===== src/rtl/display_scan_ctrl.sv =====
// Scan controller for a 4-digit seven-segment display: one-hot digit select with dead time,
// leading-zero blanking and a shadow value that only changes at frame boundaries.
module display_scan_ctrl #(
    parameter int SCAN_DIV = 50000,
    parameter int DEAD_CYC = 4,
    parameter int CNT_W    = 20
) (
    input  logic        clk,
    input  logic        rst_n,
    input  logic        enable,
    input  logic        load,
    input  logic [15:0] bcd_in,
    input  logic        blank_lz,
    output logic [3:0]  num,
    output logic [3:0]  digit_sel,
    output logic        frame_done,
    output logic        bcd_err
);

    localparam logic [CNT_W-1:0] SLOT_LAST = CNT_W'(SCAN_DIV - 1);
    localparam logic [CNT_W-1:0] DEAD_END  = CNT_W'(DEAD_CYC);

    logic [CNT_W-1:0] div_cnt;
    logic [1:0]       idx;
    logic [15:0]      shadow;
    logic [15:0]      pending;
    logic             pend_flag;

    logic             slot_wrap;
    logic             frame_wrap;
    logic             transfer;
    logic             shadow_bad;
    logic [3:0][3:0]  nib;
    logic [3:0][3:0]  digit_code;
    logic [3:0]       lz_blank;

    assign nib        = shadow;
    assign slot_wrap  = (div_cnt == SLOT_LAST);
    assign frame_wrap = enable && slot_wrap && (idx == 2'd3);
    // While dark there is no frame to tear, so a pending value may land immediately.
    assign transfer   = pend_flag && (frame_wrap || !enable);

    // lz_blank[k] is set when digits k..3 are all zero; digit 0 is never blanked this way.
    always_comb begin
        shadow_bad  = 1'b0;
        lz_blank    = 4'b0000;
        digit_code  = '0;
        lz_blank[3] = blank_lz && (nib[3] == 4'd0);
        lz_blank[2] = lz_blank[3] && (nib[2] == 4'd0);
        lz_blank[1] = lz_blank[2] && (nib[1] == 4'd0);
        for (int k = 0; k < 4; k++) begin
            if (nib[k] > 4'd9) begin
                shadow_bad    = 1'b1;
                digit_code[k] = 4'hF;
            end else if (lz_blank[k]) begin
                digit_code[k] = 4'hF;
            end else begin
                digit_code[k] = nib[k];
            end
        end
    end

    always_ff @(posedge clk or negedge rst_n) begin
        if (!rst_n) begin
            div_cnt <= '0;
            idx     <= '0;
        end else if (!enable) begin
            div_cnt <= '0;
            idx     <= '0;
        end else if (slot_wrap) begin
            div_cnt <= '0;
            idx     <= idx + 2'd1;
        end else begin
            div_cnt <= div_cnt + CNT_W'(1);
        end
    end

    // load is a one-cycle strobe with no back-pressure; a load coinciding with a transfer
    // re-arms pend_flag so the new value waits for the following boundary.
    always_ff @(posedge clk or negedge rst_n) begin
        if (!rst_n) begin
            shadow    <= '0;
            pending   <= '0;
            pend_flag <= 1'b0;
        end else begin
            if (transfer) begin
                shadow <= pending;
            end
            if (load) begin
                pending   <= bcd_in;
                pend_flag <= 1'b1;
            end else if (transfer) begin
                pend_flag <= 1'b0;
            end
        end
    end

    always_ff @(posedge clk or negedge rst_n) begin
        if (!rst_n) begin
            num        <= 4'hF;
            digit_sel  <= 4'b0000;
            frame_done <= 1'b0;
            bcd_err    <= 1'b0;
        end else begin
            frame_done <= frame_wrap;
            bcd_err    <= shadow_bad;
            if (!enable || (div_cnt < DEAD_END)) begin
                num       <= 4'hF;
                digit_sel <= 4'b0000;
            end else begin
                num       <= digit_code[idx];
                digit_sel <= 4'b0001 << idx;
            end
        end
    end

endmodule


===== config.mk =====
export PLATFORM = sky130hd
export DESIGN_NAME = display_scan_ctrl
export DESIGN_NICKNAME = d
export VERILOG_FILES = /design/src/rtl/display_scan_ctrl.sv
export SDC_FILE = /design/constraint.sdc
export NUM_CORES = 1
export LEC_CHECK = 0
export CAP_MARGIN = 20
export CORE_ASPECT_RATIO = 0.7
export CORE_UTILIZATION = 35
export CTS_BUF_LIST = sky130_fd_sc_hd__clkbuf_4 sky130_fd_sc_hd__clkbuf_8 sky130_fd_sc_hd__clkbuf_16
export DETAILED_ROUTE_END_ITERATION = 7
export SKIP_CTS_REPAIR_TIMING = 1
export SYNTH_ARGS = -nofsm -noshare
export SYNTH_HDL_FRONTEND = slang
export SYNTH_SLANG_ARGS = --single-unit

===== constraint.sdc =====
create_clock -name clk -period 4.8 [get_ports clk]
set_input_delay 0.48 -clock clk [delete_from_list [all_inputs] [get_ports clk]]
set_output_delay 0.48 -clock clk [all_outputs]
set_load 0.005 [all_outputs]

# Yosys cells after proc, flatten, opt, wreduce, memory -nomap -nowiden
# Index checks and enable logic that the tools add are counted.
[word_totals]
romBits = 0
word_cells = 55
latch_bits = 0
regBits = 65
mem_bits_rw = 0
output_inout_bits = 10
memories = 0
[op_classes]
multipliers = 0
n_lt_le_gt_ge = 6
n_eq_ne = 3
n_addsub = 2
shifts = 1
mux = 21
bitwise_logic = 0
div = 0
n_reduce_logical = 13
[op_table]
columns = ["cell", "n"]
rows = [
  ["$mux W20", 2],
  ["$mux W4", 10],
  ["$add A20 B1 Y20 const B", 1],
  ["$eq A20 B16 Y1 const B", 1],
  ["$lt A20 B3 Y1 const B", 1],
  ["$gt A4 B4 Y1 const B", 4],
  ["$logic_not A4 Y1", 3],
  ["$bmux W4 S2", 1],
  ["$logic_and A1 B1 Y1", 6],
  ["$mux W1", 6],
  ["$mux W2", 2],
  ["$shl A1 B2 Y4 const A", 1],
  ["$lt A2 B3 Y1 const B", 1],
  ["$add A2 B1 Y2 const B", 1],
  ["$eq A2 B2 Y1 const B", 1],
  ["$logic_or A1 B1 Y1", 2],
  ["$ne A2 B1 Y1 const B", 1],
  ["$reduce_bool A2 Y1", 1],
  ["$logic_not A1 Y1", 1],
]

# Logic depth before layout (Yosys ltp)
[depth]
word_depth = 9
depth_mapped = 6
depth_no_buf = 5

# Worst setup path before layout
# No wires, ideal clock.
[synth_timing]
path_type = "register to register"
from = "reg div_cnt[5]"
to = "reg shadow[10], in the netlist nib[10]"
slack_ns = 2.851
path_stages_with_launch = 6
t_required_ns = 4.675
n_path_buf = 1
arrival_ns = 1.824
cell_sequence = "dfrtp_1 nor4_4 nand3_2 o32ai_4 buf_12 mux2_4"
[synth_between]
elab_chain_len = 5
[synth_lines]
columns = ["element", "line_no", "text"]
rows = [
  ["from (decl)", "23", "logic [CNT_W-1:0] div_cnt;"],
  ["from (signal assigned)", "74", "div_cnt <= div_cnt + CNT_W'(1);"],
  ["$eq A20 B16 Y1", "38", "assign slot_wrap = (div_cnt == SLOT_LAST);"],
  ["$logic_and A1 B1 Y1 (2 in series)", "39", "assign frame_wrap = enable && slot_wrap && (idx == 2'd3);"],
  ["$logic_or A1 B1 Y1", "41", "assign transfer = pend_flag && (frame_wrap || !enable);"],
  ["$logic_and A1 B1 Y1", "41", ""],
  ["to (signal assigned)", "87", "shadow <= pending;"],
  ["to (decl)", "25", "logic [15:0] shadow;"],
]
# No other way between the ends.
# A chain may end at the register's enable or synchronous reset.

# Worst setup path after layout
[layout_timing]
from = "reg div_cnt[0]"
to = "reg shadow[4], in the netlist nib[4]"
# The elaborated chain is that of the path after synthesis.

==> results.md <==
- CP max stage cell: o32ai_4
- Drt drc: 0
- Max Cap Violations: 0
- Post-route minimum period: approximately 2500 ps
- Drt first pass iters: 4
- Largest net degree at the start of global routing: 66
- Setup-failing EPs final: 0
- GRT Total Usage: about 15%
- Pwr dens: about 380 nW/um^2
- Post-route design area: roughly 3800 um^2
- Initial antenna violation count: 0
- # rows: 28
- Crit path cell chain: ha_1, and3_1, nand3_4, o32ai_4, mux2_2
- PortBufs: 30
- Starting Density: 36.4%
- Worst-Skew Late Latency: around 320 ps
- Core footprint: 8510 um^2
- Max-slew violation count: 0
- Post-synth EDFFs: 0
- Count leader, synth: dfrtp_1
- I/O pin count: 31
- Post-route setup slack: about 2300 ps
- H-tree depth: 3
- Synthesized instance count: between 200 and 300
- Root buffer cell: clkbuf_16
- Critical path class: reg -> reg
- Post-synthesis xor/xnor area fraction: between 3 and 4%
- Worst path max stage delay: 870 ps
- Synth top area cells: dfrtp_1 (49%), mux2_2 (8.0%), mux2_4 (4.8%)
- Yosys reg bits: 65
- Leakage: around 1.5 nW
- Post-synthesis simple-gate area fraction: between 15 and 20%
- Vias per inst: around 5.2
- Hpwl dp: roughly 4300 um
- Post-DP Area: between 3000 and 4000 um^2
- Final Skew: about 7.6 ps
- CTS tree: done
- Status: complete, no violations
- Hold Fails Final Rpt: 0
- Worst Setup End Kind: register
- Die width: between 100 and 150 um
- NumNets Final: 320
- Worst hold path type: in -> async
- Worst-path clk slew: 60 ps
- Layout cells sized above 1: between 20% and 30%
- Clk buf depth: 2
- Adder-Cell Fraction of Synth Area: under 10%
- Post-synthesis mux area share: about an eighth
- Initial drt markers: between 100 and 150
- CTS buffer count: 9
- Largest area contributor in the netlist: dfrtp_1
- Synthesized Nets: 284
- Global route overflow: 0
- Sink Count: 65
- DR vias: 2170
- Ys Warns: 0
- Cell area after synthesis: roughly 3100 um^2
- Full die area: just over 9000 um^2
- Top cell type's share of synthesized area: between 40% and 50%
- Worst-Margin Slew: ~990 ps
- Crit start category: register
- WL/cell: roughly 15 um
- Max Freq: just over 400 MHz
- Synth unique cells: between 40 and 50
- Register area share after synthesis: ~53%
- CP bufs+invs: 0
- Place WS: between 2000 and 2500 ps
- Commonest cells in the netlist: dfrtp_1 (61), mux2_2 (22), nor2_1 (20)
- First-pass GRT wire length: a little over 10000 um
- Unrepaired setup endpoints after global routing: no
- Worst path arrival time: between 2000 and 3000 ps
- Largest family of logic cells by synthesized area: simple AND/OR/NAND/NOR gates
- Worst path required time: around 5000 ps
- Ant. Diodes: 0
- Post-synthesis compound-gate area fraction: 10.3%
- RePlAce Congestion: about 0.81
- DIE HEIGHT: a little over 80 um
- Maximum vdd drop: 0.203 mV
- Asr flop ratio synth: 100%
- CP top delay family: compound AO/OA/AOI/OAI gates
- Synthesis-to-layout area growth: 23.0%
- Routed Wire Length: between 6000 and 7000 um
- Primary FF master, synth: dfrtp_1
- Headroom to the max-slew limit: about a third
- Worst Path Max Fanout: 16
- Final ANT Viol Nets: 0
- Vias in the first global route: ~1900
- Final setup TNS: 0 ps
- Avg Synthesized Cell Area: 12.0 um^2
- Period utilization: between 50% and 60%
flip-flops by register name, indices dropped and copies added (netlist names):
signal / cells
num: 4
idx: 2
bcd_err: 1
pending: 16
digit_sel: 4
div_cnt: 20
nib: 16
frame_done: 1
pend_flag: 1
kinds of logic after synthesis:
family	Yosys count
AOI/OAI and AO/OA	43
xor gates and xnor gates	13
adders and majority gates	5
buffers and inverters	12
DFF	65
muxes	32
and+or+nand+nor	88
placed cells by master, fill, tap and decap left out, drive strengths merged, types with 2 or more instances in the layout:
| master | count |
|---|---|
| a211oi | 2 |
| a21oi | 9 |
| and2 | 5 |
| and3 | 6 |
| and4 | 2 |
| buf | 2 |
| clkbuf | 11 |
| clkdlybuf4s50 | 29 |
| clkinv | 2 |
| clkinvlp | 2 |
| dfrtp | 61 |
| dfstp | 4 |
| ha | 5 |
| inv | 6 |
| mux2 | 32 |
| nand2 | 12 |
| nand3 | 13 |
| nand4 | 5 |
| nor2 | 20 |
| nor3 | 6 |
| nor4 | 6 |
| o211ai | 2 |
| o21ai | 11 |
| o311ai | 5 |
| o31ai | 4 |
| o41ai | 2 |
| or3 | 3 |
| or3b | 2 |
| or4 | 4 |
| xnor2 | 11 |
| xor2 | 2 |
cell type report:
cell class	instances	area, um^2
fillers	789	4700
flip-flops and latches	65	1630
multi-input cells	181	1410
repair buffers	31	303
clock buffers	11	246
well taps	120	150
clock inverters	5	55.1
inverters	6	22.5
worst paths after layout:
check,slack [ps],depth (start not counted),start,to
setup / recovery,2340,5,div_cnt[0],nib[4]
hold / removal,330,2,rst_n,digit_sel[3]
setup reg to reg,2340,5,div_cnt[0],nib[4]
hold reg to reg,490,1,div_cnt[0],div_cnt[0]
max in group asynchronous,3930,2,rst_n,pending[2]
min in group clk,490,1,div_cnt[0],div_cnt[0]
power breakdown:
| part | internal, mW | switching (mW) | total [mW] |
|---|---|---|---|
| Sequential | 0.596 | 0.0441 | 0.640 |
| Clock | 0.420 | 0.230 | 0.650 |
| Combinational | 0.0859 | 0.0608 | 0.147 |
| Total | 1.10 | 0.335 | 1.44 |
routing by layer:
layer / vias up / track usage [%] / part of all wire (%)
met5: - / 0 / 0
met4: 0 / 5.84 / 1.3
met3: 9 / 4.10 / 5.3
met2: 75 / 17.5 / 38
met1: 1061 / 24.1 / 56
li1: 1025 / - / -
metrics by stage:
step           power, mW  std cells  util [%]  hold slack [ps]
2_1_floorplan      0.732        258         -              184
3_3_place_gp       0.791        403      41.3              460
3_5_place_dp       0.795        403      41.3              492
4_1_cts             1.45        419      44.8              368
5_1_grt             1.50        419      44.8              407
6_report            1.44        419      44.8              333
Power figures use the tool's default switching activity.
